**src/rtl/program_loader.sv**
```systemverilog
// -----------------------------------------------------------------------------
// program_loader
//   Receives a program as a stream of bytes and writes it, one 32-bit
//   little-endian word at a time, into instruction memory starting at
//   BASE_ADDRESS. The CPU is held in reset until a load completes.
//
// Ports
//   clk             sole clock, rising edge
//   reset           synchronous, active-high reset
//   start_i         begin a load (honoured in IDLE, DONE, ERROR only)
//   word_count_i    number of words to load, sampled with start_i
//   byte_i          incoming program byte
//   byte_valid_i    byte_i holds a valid byte
//   byte_ready_o    loader accepts a byte this cycle
//   Write_Enable_o  one-cycle instruction-memory write strobe
//   Address_o       byte address of the word being written (registered)
//   Write_Data_o    assembled instruction word (registered)
//   cpu_hold_o      holds the CPU in reset while memory is not valid
//   done_o          load completed successfully
//   error_o         last load request was rejected
//   state_o         current FSM state, for debug and checkers
//
// Byte handshake: a byte moves on a rising edge only when byte_valid_i and
// byte_ready_o are both 1. byte_ready_o depends on the state alone, so it
// is stable for the whole cycle and never depends on byte_valid_i.
// -----------------------------------------------------------------------------
module program_loader #(
   parameter int                    MEMORY_DEPTH = 32,
   parameter int                    DATA_WIDTH   = 32,
   // Low 17 bits must be zero so Address_o[16:2] reads back as the word index.
   parameter logic [DATA_WIDTH-1:0] BASE_ADDRESS = 32'h0040_0000
) (
   input  logic                  clk,
   input  logic                  reset,
   input  logic                  start_i,
   input  logic [15:0]           word_count_i,
   input  logic [7:0]            byte_i,
   input  logic                  byte_valid_i,
   output logic                  byte_ready_o,
   output logic                  Write_Enable_o,
   output logic [DATA_WIDTH-1:0] Address_o,
   output logic [DATA_WIDTH-1:0] Write_Data_o,
   output logic                  cpu_hold_o,
   output logic                  done_o,
   output logic                  error_o,
   output logic [2:0]            state_o
);

   typedef enum logic [2:0] {
      IDLE  = 3'd0,
      RECV  = 3'd1,
      WRITE = 3'd2,
      DONE  = 3'd3,
      ERROR = 3'd4
   } state_t;

   localparam logic [16:0] DEPTH_W = 17'(MEMORY_DEPTH);

   state_t                  state_q, state_d;
   logic [15:0]             word_idx_q, word_idx_d;
   logic [15:0]             count_q, count_d;
   logic [1:0]              byte_idx_q, byte_idx_d;
   logic [23:0]             asm_q, asm_d;     // bytes 0..2 of the current word
   logic [DATA_WIDTH-1:0]   addr_q, addr_d;
   logic [DATA_WIDTH-1:0]   wdata_q, wdata_d;
   logic                    done_q, done_d;
   logic                    error_q, error_d;
   logic                    hold_q, hold_d;
   logic                    count_ok;

   assign count_ok = (word_count_i != 16'd0) && ({1'b0, word_count_i} <= DEPTH_W);

   always_comb begin
      state_d    = state_q;
      word_idx_d = word_idx_q;
      count_d    = count_q;
      byte_idx_d = byte_idx_q;
      asm_d      = asm_q;
      addr_d     = addr_q;
      wdata_d    = wdata_q;
      done_d     = done_q;
      error_d    = error_q;
      hold_d     = hold_q;

      case (state_q)
         IDLE, DONE, ERROR: begin
            if (start_i) begin
               done_d = 1'b0;
               hold_d = 1'b1;
               if (count_ok) begin
                  state_d    = RECV;
                  word_idx_d = 16'd0;
                  byte_idx_d = 2'd0;
                  asm_d      = 24'd0;
                  count_d    = word_count_i;
                  error_d    = 1'b0;
               end else begin
                  state_d = ERROR;
                  error_d = 1'b1;
               end
            end
         end

         RECV: begin
            if (byte_valid_i) begin
               if (byte_idx_q == 2'd3) begin
                  // Final byte: latch the whole word and its address so both
                  // are stable throughout the WRITE cycle and held afterwards.
                  wdata_d = DATA_WIDTH'({byte_i, asm_q});
                  addr_d  = BASE_ADDRESS + (DATA_WIDTH'(word_idx_q) << 2);
                  state_d = WRITE;
               end else begin
                  case (byte_idx_q)
                     2'd0:    asm_d[7:0]   = byte_i;
                     2'd1:    asm_d[15:8]  = byte_i;
                     default: asm_d[23:16] = byte_i;
                  endcase
                  byte_idx_d = byte_idx_q + 2'd1;
               end
            end
         end

         WRITE: begin
            if (word_idx_q == count_q - 16'd1) begin
               state_d = DONE;
               done_d  = 1'b1;
               hold_d  = 1'b0;
            end else begin
               word_idx_d = word_idx_q + 16'd1;
               byte_idx_d = 2'd0;
               asm_d      = 24'd0;
               state_d    = RECV;
            end
         end

         default: state_d = IDLE;
      endcase
   end

   always_ff @(posedge clk) begin
      if (reset) begin
         state_q    <= IDLE;
         word_idx_q <= 16'd0;
         count_q    <= 16'd0;
         byte_idx_q <= 2'd0;
         asm_q      <= 24'd0;
         addr_q     <= BASE_ADDRESS;
         wdata_q    <= '0;
         done_q     <= 1'b0;
         error_q    <= 1'b0;
         hold_q     <= 1'b1;
      end else begin
         state_q    <= state_d;
         word_idx_q <= word_idx_d;
         count_q    <= count_d;
         byte_idx_q <= byte_idx_d;
         asm_q      <= asm_d;
         addr_q     <= addr_d;
         wdata_q    <= wdata_d;
         done_q     <= done_d;
         error_q    <= error_d;
         hold_q     <= hold_d;
      end
   end

   assign byte_ready_o   = (state_q == RECV);
   assign Write_Enable_o = (state_q == WRITE);
   assign Address_o      = addr_q;
   assign Write_Data_o   = wdata_q;
   assign cpu_hold_o     = hold_q;
   assign done_o         = done_q;
   assign error_o        = error_q;
   assign state_o        = state_q;

endmodule

```
**config.mk**
```make
export PLATFORM = sky130hd
export DESIGN_NAME = program_loader
export DESIGN_NICKNAME = d
export VERILOG_FILES = /design/src/rtl/program_loader.sv
export SDC_FILE = /design/constraint.sdc
export NUM_CORES = 1
export LEC_CHECK = 0
export ABC_CLOCK_PERIOD_IN_PS = 3600
export BUFFER_PORTS_ARGS = -buffer_cell sky130_fd_sc_hd__buf_2
export CELL_PAD_IN_SITES_DETAIL_PLACEMENT = 0
export CELL_PAD_IN_SITES_GLOBAL_PLACEMENT = 1
export CORE_MARGIN = 3
export CORE_UTILIZATION = 34
export DETAILED_ROUTE_END_ITERATION = 10
export HOLD_SLACK_MARGIN = 0.06
export PLACE_DENSITY = 0.64
export SLEW_MARGIN = 25
export SYNTH_ARGS = -nofsm -noshare
export SYNTH_HDL_FRONTEND = slang
export SYNTH_SLANG_ARGS = --single-unit
```
**constraint.sdc**
```tcl
create_clock -name clk -period 3.6 [get_ports clk]
set_clock_uncertainty 0.15 [all_clocks]
set_input_delay 0.36 -clock clk [delete_from_list [all_inputs] [get_ports clk]]
set_output_delay 0.36 -clock clk [all_outputs]
set_load 0.02 [all_outputs]
```
After elaboration in Yosys (flattened, before gate mapping)
Cells that the tools add are included.

cells by class
  add/sub/neg operators = 4
  multiply operators = 0
  div/mod/pow operators = 0
  $lt $le $gt $ge = 1
  equal/unequal tests = 17
  shift-type cells = 0
  mux-type cells = 32
  bitwise gates (word level) = 0
  reductions and logical operators = 18

operators by type and width
  operator                  count
  $mux W24                  5
  $pmux W24 S3              1
  $mux W16                  3
  $pmux W16 S2              1
  $add A23 B18 Y24 const A  1
  $mux W8                   3
  $reduce_and A7 Y1         3
  $add A16 B1 Y16 const B   1
  $eq A16 B16 Y1            1
  $le A16 B6 Y1 const B     1
  $reduce_bool A16 Y1       1
  $sub A16 B1 Y16 const B   1
  $mux W2                   6
  $mux W3                   4
  $ne A2 B2 Y1 const B      6
  $reduce_and A3 Y1         4
  $pmux W3 S3               1
  $ne A2 B1 Y1 const B      4
  $eq A3 B2 Y1 const B      2
  $pmux W2 S3               1
  $reduce_and A6 Y1         1
  $mux W1                   5
  $pmux W1 S2               2
  $reduce_and A4 Y1         1
  other kinds (13)          13

storage, ports and cells
  register bits = 128
  latch bits = 0
  bits in writable memories = 0
  ROM bits = 0
  input port bits = 28
  output and inout bits = 72
  word-level logic and storage cells = 84
  memories = 0

Longest topological paths before layout
Gate-level depths: netlist of the first run.

  depth after elaboration = 6
  gate-level depth with buffers = 12
  depth with buffers taken out = 10

Least setup slack after synthesis of the first run
Ideal clock, no wire load.

  path type = register to register
  from = reg state_q[1], in the netlist state_o[1]
  to = reg word_idx_q[0]
  setup time = 129 ps
  arrival = 2773 ps
  data required time = 3321 ps
  setup slack = 548 ps
  cell stages (with the launch flop) = 12
  buffers on the path = 3
  clock period less this slack = 3052 ps
  cells stage by stage = dfxtp_1 buf_2 nor3b_2 o211ai_1 a211oi_1 nand3_1 or4b_4 o22ai_4 buf_6 buf_6 xor2_1 nor2_1

on the way
  elaborated cells on any way between the ends = 11
  those cells by class = 6 x eq/ne; 1 x mux; 4 x reduce/logical

RTL lines
  what                                                          RTL line  source
  from (decl)                                                   59        state_t state_q, state_d;
  from (signal assigned)                                        153       state_q <= state_d;
  $eq A3 B2 Y1 *                                                n/a
  net Write_Enable_o                                            40        output logic Write_Enable_o,
  $ne A2 B2 Y1 (no line) or $reduce_bool A2 Y1 (tied branches)  n/a
  $reduce_and A4 Y1 (no line)                                   n/a
  to (signal assigned)                                          154       word_idx_q <= word_idx_d;
  to (decl)                                                     60        logic [15:0] word_idx_q, word_idx_d;

The timed path passes the listed nets; every way through them passes the cells marked *.
A chain may end at the register's enable or synchronous reset.

Worst setup path after layout of the first run
  from = reg count_q[0]
  to = reg word_idx_q[13]

on the way
  word-level cells in the longest chain between the ends = 4

ends and longest elaborated chain
  what                         RTL line  source
  from (decl)                  61        logic [15:0] count_q, count_d;
  from (signal assigned)       155       count_q <= count_d;
  $sub A16 B1 Y16              124       if (word_idx_q == count_q - 16'd1) begin
  $eq A16 B16 Y1               124
  $ne A2 B2 Y1 (no line)       n/a
  $reduce_and A4 Y1 (no line)  n/a

No other way between the ends.

==> results of run 1 <==
-- power by group through the flow --
stage	Combinational, uW	Sequential [uW]	Clock [uW]
6_report	293	1280	986
5_1_grt	320	1290	1060
4_1_cts	295	1280	1020
3_5_place_dp	293	1310	0
3_3_place_gp	290	1310	0
2_1_floorplan	237	1310	0
-- worst min-delay path: stages --
cell and delay [ns]:
sky130_fd_sc_hd__buf_2 0.10, sky130_fd_sc_hd__nand2_1 0.05, sky130_fd_sc_hd__a21oi_1 0.05
-- worst min path at each step --
stage                                 from               end  slack (ns)
after floorplan                   asm_q[0]   Write_Data_o[0]        0.28
after global placement     Write_Data_o[1]   Write_Data_o[1]        0.29
after detailed placement  Write_Data_o[10]  Write_Data_o[10]        0.29
after CTS                        byte_i[6]  Write_Data_o[30]        0.08
after global routing             byte_i[1]  Write_Data_o[25]        0.09
final                      word_count_i[3]        count_q[3]         0.1
-- area by class of cell --
cell class	count	area, sq um	share of cell area, %
inverters	9	33.8	0.571
repair buffers	89	460	7.79
clock inverters	7	65.1	1.10
multi-input cells	450	2660	44.9
flip-flops and latches	112	2240	37.9
clock buffers	9	225	3.81
well taps	184	230	3.89
-- cells in the final DEF, fill, tap and decap left out, types with 2 or more instances in the layout --
cell / netlist / final
sky130_fd_sc_hd__a211oi_1: 2 / 2
sky130_fd_sc_hd__a21oi_1: 68 / 68
sky130_fd_sc_hd__a311oi_1: 2 / 2
sky130_fd_sc_hd__a31oi_1: 3 / 3
sky130_fd_sc_hd__and2_1: 11 / 11
sky130_fd_sc_hd__and3_1: 9 / 9
sky130_fd_sc_hd__and3b_1: 2 / 2
sky130_fd_sc_hd__buf_2: 3 / 83
sky130_fd_sc_hd__buf_4: 17 / 6
sky130_fd_sc_hd__clkbuf_16: 0 / 9
sky130_fd_sc_hd__clkinvlp_4: 0 / 2
sky130_fd_sc_hd__conb_1: 2 / 16
sky130_fd_sc_hd__dfxtp_1: 112 / 112
sky130_fd_sc_hd__ha_1: 5 / 5
sky130_fd_sc_hd__inv_1: 9 / 9
sky130_fd_sc_hd__mux2i_1: 26 / 26
sky130_fd_sc_hd__nand2_1: 122 / 122
sky130_fd_sc_hd__nand2b_1: 26 / 26
sky130_fd_sc_hd__nand3_1: 14 / 14
sky130_fd_sc_hd__nand3b_1: 10 / 10
sky130_fd_sc_hd__nand4_1: 6 / 6
sky130_fd_sc_hd__nor2_1: 19 / 18
sky130_fd_sc_hd__nor2b_1: 3 / 3
sky130_fd_sc_hd__nor3_1: 10 / 10
sky130_fd_sc_hd__nor4_1: 5 / 5
sky130_fd_sc_hd__o211ai_1: 7 / 7
sky130_fd_sc_hd__o21a_1: 2 / 2
sky130_fd_sc_hd__o21ai_0: 12 / 12
sky130_fd_sc_hd__o21ai_1: 2 / 2
sky130_fd_sc_hd__o21ai_4: 2 / 2
sky130_fd_sc_hd__o31ai_1: 5 / 5
sky130_fd_sc_hd__o32ai_2: 2 / 2
sky130_fd_sc_hd__or3_1: 9 / 9
sky130_fd_sc_hd__or4_1: 10 / 10
sky130_fd_sc_hd__or4b_1: 2 / 2
sky130_fd_sc_hd__xnor2_1: 13 / 13
sky130_fd_sc_hd__xor2_1: 9 / 9
-- layer usage --
| layer | vias to the layer above | global-route usage, % | wire length, um |
|---|---|---|---|
| met5 | - | 0 | 0 |
| met4 | 0 | 4.65 | 187 |
| met3 | 12 | 4.08 | 506 |
| met1 | 2078 | 20.3 | 6120 |
| met2 | 78 | 25.9 | 6200 |
| li1 | 2188 | - | - |
-- state kept, by name (all words and copies together), names as in the netlist --
register      cells
Write_Data_o     32
word_idx_q       16
cpu_hold_o        1
byte_idx_q        2
state_o           3
Address_o        16
count_q          16
asm_q            24
error_o           1
done_o            1
-- per-stage QoR --
stage	worst slack, ns	cells
CTS	0.279	860
global placement	0.419	844
finish	0.315	860
detailed placement	0.311	844
global route	0.0182	860
floorplan	0.548	625
-- cell families (layout without fill, tap and decap cells) --
| kind of cell | Yosys count | in the layout |
|---|---|---|
| AO/OA/AOI/OAI | 116 | 116 |
| adder cells (fa/ha/maj) | 5 | 5 |
| AND/OR/NAND/NOR | 265 | 265 |
| buffers and inverters | 63 | 114 |
| multiplexers | 26 | 26 |
| other | 2 | 16 |
| flip-flops | 112 | 112 |
| XOR/XNOR | 22 | 22 |
==> metrics.md, run 1 <==
| Metric | Value |
|---|---|
| Max rail drop VDD | `about 250 uV` |
| Post-synthesis mux area share | `under 10%` |
| Synth warnings | `0` |
| Synth area leader | `sky130_fd_sc_hd__dfxtp_1` |
| Worst hold path stage count | `3` |
| Via density per instance | `about 5.1` |
| Required time of the critical path | `approximately 3.7 ns` |
| Final Cycle Share | `approximately nine tenths` |
| Count leader, synth | `sky130_fd_sc_hd__nand2_1` |
| Via count of the first global-routing pass | `a little over 4000` |
| Router iterations before antenna repair | `4` |
| Depth of the worst register-to-register path | `11` |
| Top-area cell type share of the netlist area | `between 40% and 50%` |
| CP Capture Point | `word_idx_q[13]` |
| Unrepaired setup endpoints after global routing | `false` |
| Drt total wl | `13.0 mm` |
| Number of antenna violations at the first check in global routing | `0` |
| Post-CTS resize count | `0` |
| DR iter-0 viols | `264` |
| Count of different cell masters after synthesis | `54` |
| Cell at the root of the clock tree | `sky130_fd_sc_hd__clkbuf_16` |
| Status | `completed` |
| Worst Path Max Fanout | `31` |
| Height of the chip | `between 100 and 150 um` |
| Grt ovf | `0` |
| Sequential share of the synthesized area | `43.3%` |
| Number of buffers inserted during clock tree synthesis | `9` |
| Slowest stage delay, CP | `0.52 ns` |
| Worst slew margin | `between 40% and 50%` |
| Residual antenna-violating net count after detailed routing | `0` |
| Setup slack, reg-to-reg | `roughly 0.31 ns` |
| Cell area reported after detailed placement | `0.00562 sq mm` |
| Total number of placement rows | `between 40 and 50` |
| Worst min-delay path class | `in2reg` |
| Deepest clock path buffer count | `2` |
| Max Cap Violations | `0` |
| Synthesized area per cell | `~8.5 sq um` |
| Switching pwr | `approximately 710 uW` |
| Part of the total power dissipated in sequential elements | `about 50%` |
| Logic pwr share | `about 12%` |
| Post-synthesis share of cell area spent on full adders, half adders and majority gates | `1.21%` |
| Largest cells by area after synthesis | `sky130_fd_sc_hd__dfxtp_1 (43%), sky130_fd_sc_hd__nand2_1 (8.8%), sky130_fd_sc_hd__a21oi_1 (6.6%)` |
| Cell-by-cell listing of the critical path | `inv_1, ha_1, nor4b_4, nand2_1, and3b_1, o32ai_2, or4b_4, o22ai_4, buf_4, or4b_1, a21oi_1` |
| Global placer's final weighted congestion | `between 0.8 and 0.9` |
| CTS H-Tree Depth | `3` |
| Power Dens Cells | `433 mW/mm^2` |
| Post-Route Hold Slack | `about 0.1 ns` |
| Category of cells accounting for the largest share of critical-path delay | `simple AND/OR/NAND/NOR gates` |
| R2r endpoint | `word_idx_q[13]` |
| Critical Path Sink Type | `register` |
| Area of the die | `0.0167 sq mm` |
| Synth-to-Final Area Change | `14.2%` |
| Post-synth EDFFs | `0` |
| Cell area after layout | `a little under 0.006 sq mm` |
| Post-Synth Simple-Gate Area | `approximately a quarter` |
| F_max | `slightly above 0.3 GHz` |
| Overall die width | `about 130 um` |
| Utilization after layout | `40.2%` |
| Top post-synthesis cells by count | `sky130_fd_sc_hd__nand2_1 (122), sky130_fd_sc_hd__dfxtp_1 (112), sky130_fd_sc_hd__a21oi_1 (68), sky130_fd_sc_hd__clkbuf_1 (27)` |
| Final nets | `around 700` |
| Slew Viols, Final | `0` |
| Number of synthesized register bits | `~110` |
| Number of instances in the synthesized netlist | `611` |
| Count of boundary I/O pins | `100` |
| Count of port buffers added during placement | `83` |
| # DRC | `0` |
| Hold buffer count at CTS | `0` |
| Startpoint class of the critical path | `register` |
| Final min period | `3.29 ns` |
| PnR Total Power | `2560 uW` |
| Final antenna diode count | `0` |
| Origin of the critical flop-to-flop path | `count_q[0]` |
| # fillers | `roughly 1500` |
| Fraction of layout instances using a drive strength above 1 | `between 10% and 20%` |
| Crit path buffers/inverters | `2` |
| Clock-pin slew on the worst setup and hold paths | `roughly 0.08 ns` |
| Vias post-DR | `roughly 4400` |
| Count of endpoints failing setup in the final report | `0` |
| Complex-gate fraction of the synthesized area | `14.0%` |
| Sink count of the clock tree | `112` |
| Global router's overall resource usage | `between 15 and 20%` |
| Net switching fraction of the power | `27.9%` |
| Maximum number of pins on one net before global-route repair | `87` |
| Starting density of the core | `35.2%` |
| Actual transition at the worst max-transition pin | `0.786 ns` |
| First element of the critical path | `count_q[0]` |
| Portion of total power attributed to the clock network | `between 30% and 40%` |
| CTS tree | `built` |
| Ys flop type | `sky130_fd_sc_hd__dfxtp_1` |
| Half-perimeter wire length after placement | `between 9 and 10 mm` |
| Std-Cell Core Area | `between 0.01 and 0.015 sq mm` |
| Levels on crit path | `11` |
| Leak Pwr | `0.00240 uW` |
| Routed length per instance | `approximately 15 um` |
| Share of flip-flops with an asynchronous set or reset | `0%` |
| Highest-delay cell along the critical path | `sky130_fd_sc_hd__or4b_1` |
| Type of the worst setup path | `reg2reg` |
| Global-route wire length before repair | `21.1 mm` |
| Total count of hold-check failures in the final report | `0` |
| Internal power consumption | `~1800 uW` |
| Netlist area before placement | `0.00518 sq mm` |
| Xor-xnor portion of the synthesized cell area | `between 3 and 4%` |
| Combinational family with the most area after synthesis | `simple AND/OR/NAND/NOR gates` |
| Data arrival at the endpoint of the critical path | `roughly 3.4 ns` |
| Worst-Skew Late Latency | `around 0.36 ns` |
| Post-CTS Setup Bufs | `0` |
| Sum of negative setup slack | `0 ns` |
(Power assumes the default switching activity.)
==> run 2: changes to the inputs <==
Settings changed: CELL_PAD_IN_SITES_DETAIL_PLACEMENT 0 to 1, CELL_PAD_IN_SITES_GLOBAL_PLACEMENT 1 to 2, CORE_UTILIZATION 34 to 33, CTS_CLUSTER_DIAMETER from default to 40, PLACE_DENSITY 0.64 to 0.76.
==> run 2 against run 1 <==
Worst hold slack improved by 0.0073 ns; wire length increased by 10%; sequential share of layout area shrank 0.46 points; total power rose by 1.5%; non-clock buffer count increased by 5; global-route usage grew 1.1 points; die area increased by 2.9%; setup slack gained 0.035 ns; cell count up 3.6%; flip-flop and latch count unchanged; register-to-register slack better by 0.04 ns.
==> metrics.md, run 2 (synthesized netlist as in run 1, its figures left out) <==
| Metric | Value |
|---|---|
| Status | `completed` |
| Global router's overall resource usage | `16.8% (+1.1 points)` |
| Routed length per instance | `16.1 um (+6.2%)` |
| Actual transition at the worst max-transition pin | `0.886 ns (+0.0999 ns)` |
| Global placer's final weighted congestion | `0.786 (-7.5%)` |
| Cell area after layout | `0.00599 sq mm (+1.2%)` |
| Leak Pwr | `0.00243 uW (+0.90%)` |
| Slew Viols, Final | `0 (unchanged)` |
| Most frequent standard cell in the layout excluding fill and tap cells | `sky130_fd_sc_hd__nand2_1` |
| Overall die width | `131 um (+1.4%)` |
| Synth-to-Final Area Change | `15.6%` |
| Worst hold path stage count | `3 (unchanged)` |
| Maximum number of pins on one net before global-route repair | `96 (+10%)` |
| Startpoint class of the critical path | `register` |
| Power Dens Cells | `434 mW/mm^2 (+0.29%)` |
| Sink count of the clock tree | `112 (unchanged)` |
| Utilization after layout | `39.2% (-1.0 points)` |
| Final antenna diode count | `0 (unchanged)` |
| Worst Path Max Fanout | `31 (unchanged)` |
| Count of endpoints failing setup in the final report | `0 (unchanged)` |
| Worst-Skew Late Latency | `0.35 ns (about the same)` |
| Internal power consumption | `1910 uW (+3.3%)` |
| Std-Cell Core Area | `0.0153 sq mm (+3.8%)` |
| Total number of placement rows | `45 (+2.3%)` |
| Switching pwr | `691 uW (-3.2%)` |
| Clock-pin slew on the worst setup and hold paths | `0.07 ns (about the same)` |
| Number of antenna violations at the first check in global routing | `0 (unchanged)` |
| Deepest clock path buffer count | `2 (unchanged)` |
| Leading cell types in the layout, fill and taps excluded | `sky130_fd_sc_hd__nand2_1 (122), sky130_fd_sc_hd__dfxtp_1 (112), sky130_fd_sc_hd__buf_2 (83)` |
| Sum of negative setup slack | `0 ns (unchanged)` |
| Flip-flop count of the largest register, all copies and words added | `32 (unchanged)` |
| Final Cycle Share | `90.3% (-0.98 points)` |
| Critical Path Sink Type | `register` |
| # DRC | `0 (unchanged)` |
| Net switching fraction of the power | `26.6% (-1.3 points)` |
| Type of the worst setup path | `reg2reg` |
| Max Cap Violations | `0 (unchanged)` |
| Worst slew margin | `41.0% (-6.7 points)` |
| Cell at the root of the clock tree | `sky130_fd_sc_hd__clkbuf_16` |
| Worst min-delay path class | `in2reg` |
| Number of buffers inserted during clock tree synthesis | `9 (unchanged)` |
| Via density per instance | `4.98 (-1.6%)` |
| First element of the critical path | `count_q[0]` |
| Unrepaired setup endpoints after global routing | `false` |
| CTS tree | `built` |
| Vias post-DR | `4440 (+1.9%)` |
| Starting density of the core | `33.9% (-1.3 points)` |
| Cell area reported after detailed placement | `0.00566 sq mm (+0.69%)` |
| Count of boundary I/O pins | `100 (unchanged)` |
| Final min period | `3.25 ns (-0.0352 ns)` |
| # fillers | `1870 (+24%)` |
| Layout Cells excl Fill | `891 (+3.6%)` |
| Global-route wire length before repair | `23.8 mm (+13%)` |
| Post-CTS Setup Bufs | `0 (unchanged)` |
| Area of the die | `0.0172 sq mm (+2.9%)` |
| Data arrival at the endpoint of the critical path | `3.38 ns (-0.05 ns)` |
| Grt ovf | `0 (unchanged)` |
| Total count of hold-check failures in the final report | `0 (unchanged)` |
| Origin of the critical flop-to-flop path | `count_q[0]` |
| Half-perimeter wire length after placement | `10.3 mm (+10%)` |
| Final nets | `709 (+0.71%)` |
| Max rail drop VDD | `253 uV (+1.8%)` |
| Depth of the worst register-to-register path | `12 (+1)` |
| Residual antenna-violating net count after detailed routing | `0 (unchanged)` |
| Via count of the first global-routing pass | `4602 (+11%)` |
| Fraction of layout instances using a drive strength above 1 | `17.9% (+0.19 points)` |
| Worst min-delay path startpoint | `byte_i[7]` |
| Router iterations before antenna repair | `5 (+1)` |
| Part of the total power dissipated in sequential elements | `49.3% (-0.8 points)` |
| CTS H-Tree Depth | `3 (unchanged)` |
| Post-CTS resize count | `0 (unchanged)` |
| DR iter-0 viols | `214 (-19%)` |
| Hold buffer count at CTS | `0 (unchanged)` |
| Portion of total power attributed to the clock network | `39.3% (+0.8 points)` |
| Count of port buffers added during placement | `83 (unchanged)` |
| Drt total wl | `14.3 mm (+10%)` |
| Height of the chip | `131 um (+1.4%)` |
| Logic pwr share | `11.4% (about the same)` |
| F_max | `0.308 GHz (+1.1%)` |
| Number of placed instances with taps included | `872 (+3.3%)` |
| Required time of the critical path | `3.73 ns (about the same)` |
[run 2: cell count changes in the layout (fill, tap and decap cells not counted), sizes merged]
cell and change:
bufinv +1, clkinv -3, clkbuf +1, buf +5
[run 2: per-stage QoR]
step / hold slack [ns] / power (uW) / setup slack, ns
after detailed placement: 0.296 / 1610 / 0.230
final: 0.106 / 2600 / 0.350
after global routing: 0.0943 / 2720 / 0.105
after floorplan: 0.282 / 1550 / 0.548
after CTS: 0.0908 / 2640 / 0.212
after global placement: 0.290 / 1600 / 0.387
[run 2: power by group through the flow]
stage | Sequential [uW] | Clock (uW) | Combinational, uW
global route | 1290 | 1110 | 324
detailed placement | 1310 | 0 | 299
finish | 1280 | 1020 | 296
CTS | 1280 | 1060 | 300
floorplan | 1310 | 0 | 237
global placement | 1310 | 0 | 290
[run 2: area by class of cell]
cell class	instances	area (sq um)	area share [%]
clock buffers	10	229	3.82
clock inverters	5	65.1	1.09
inverters	9	33.8	0.564
multi-input cells	450	2660	44.3
flip-flops and latches	112	2240	37.5
well taps	211	264	4.41
repair buffers	94	498	8.32
[run 2: path summary, 6_finish.rpt]
check	slack (ns)	end
hold reg to reg	0.30	Write_Data_o[13]
setup / recovery	0.35	word_idx_q[12]
setup reg to reg	0.35	word_idx_q[12]
hold / removal	0.11	Write_Data_o[31]
[run 2: critical path, cell delays in order (launching register included)]
cell and delay (ns):
sky130_fd_sc_hd__dfxtp_1 0.36, sky130_fd_sc_hd__inv_1 0.12, sky130_fd_sc_hd__ha_1 0.24, sky130_fd_sc_hd__nor4b_4 0.39, sky130_fd_sc_hd__buf_4 0.19, sky130_fd_sc_hd__xnor2_1 0.06, sky130_fd_sc_hd__and3_1 0.19, sky130_fd_sc_hd__o32ai_2 0.27
sky130_fd_sc_hd__or4b_4 0.22, sky130_fd_sc_hd__o22ai_4 0.05, sky130_fd_sc_hd__buf_4 0.23, sky130_fd_sc_hd__or4_1 0.50, sky130_fd_sc_hd__a21oi_1 0.19
[run 2: per-layer routing]
metal	up-vias	global-route usage [%]	routed length (um)
met4	0	5.89	209
li1	2197	-	-
met2	57	28.2	6970
met3	14	2.72	338
met1	2172	21.9	6800
met5	-	0	0
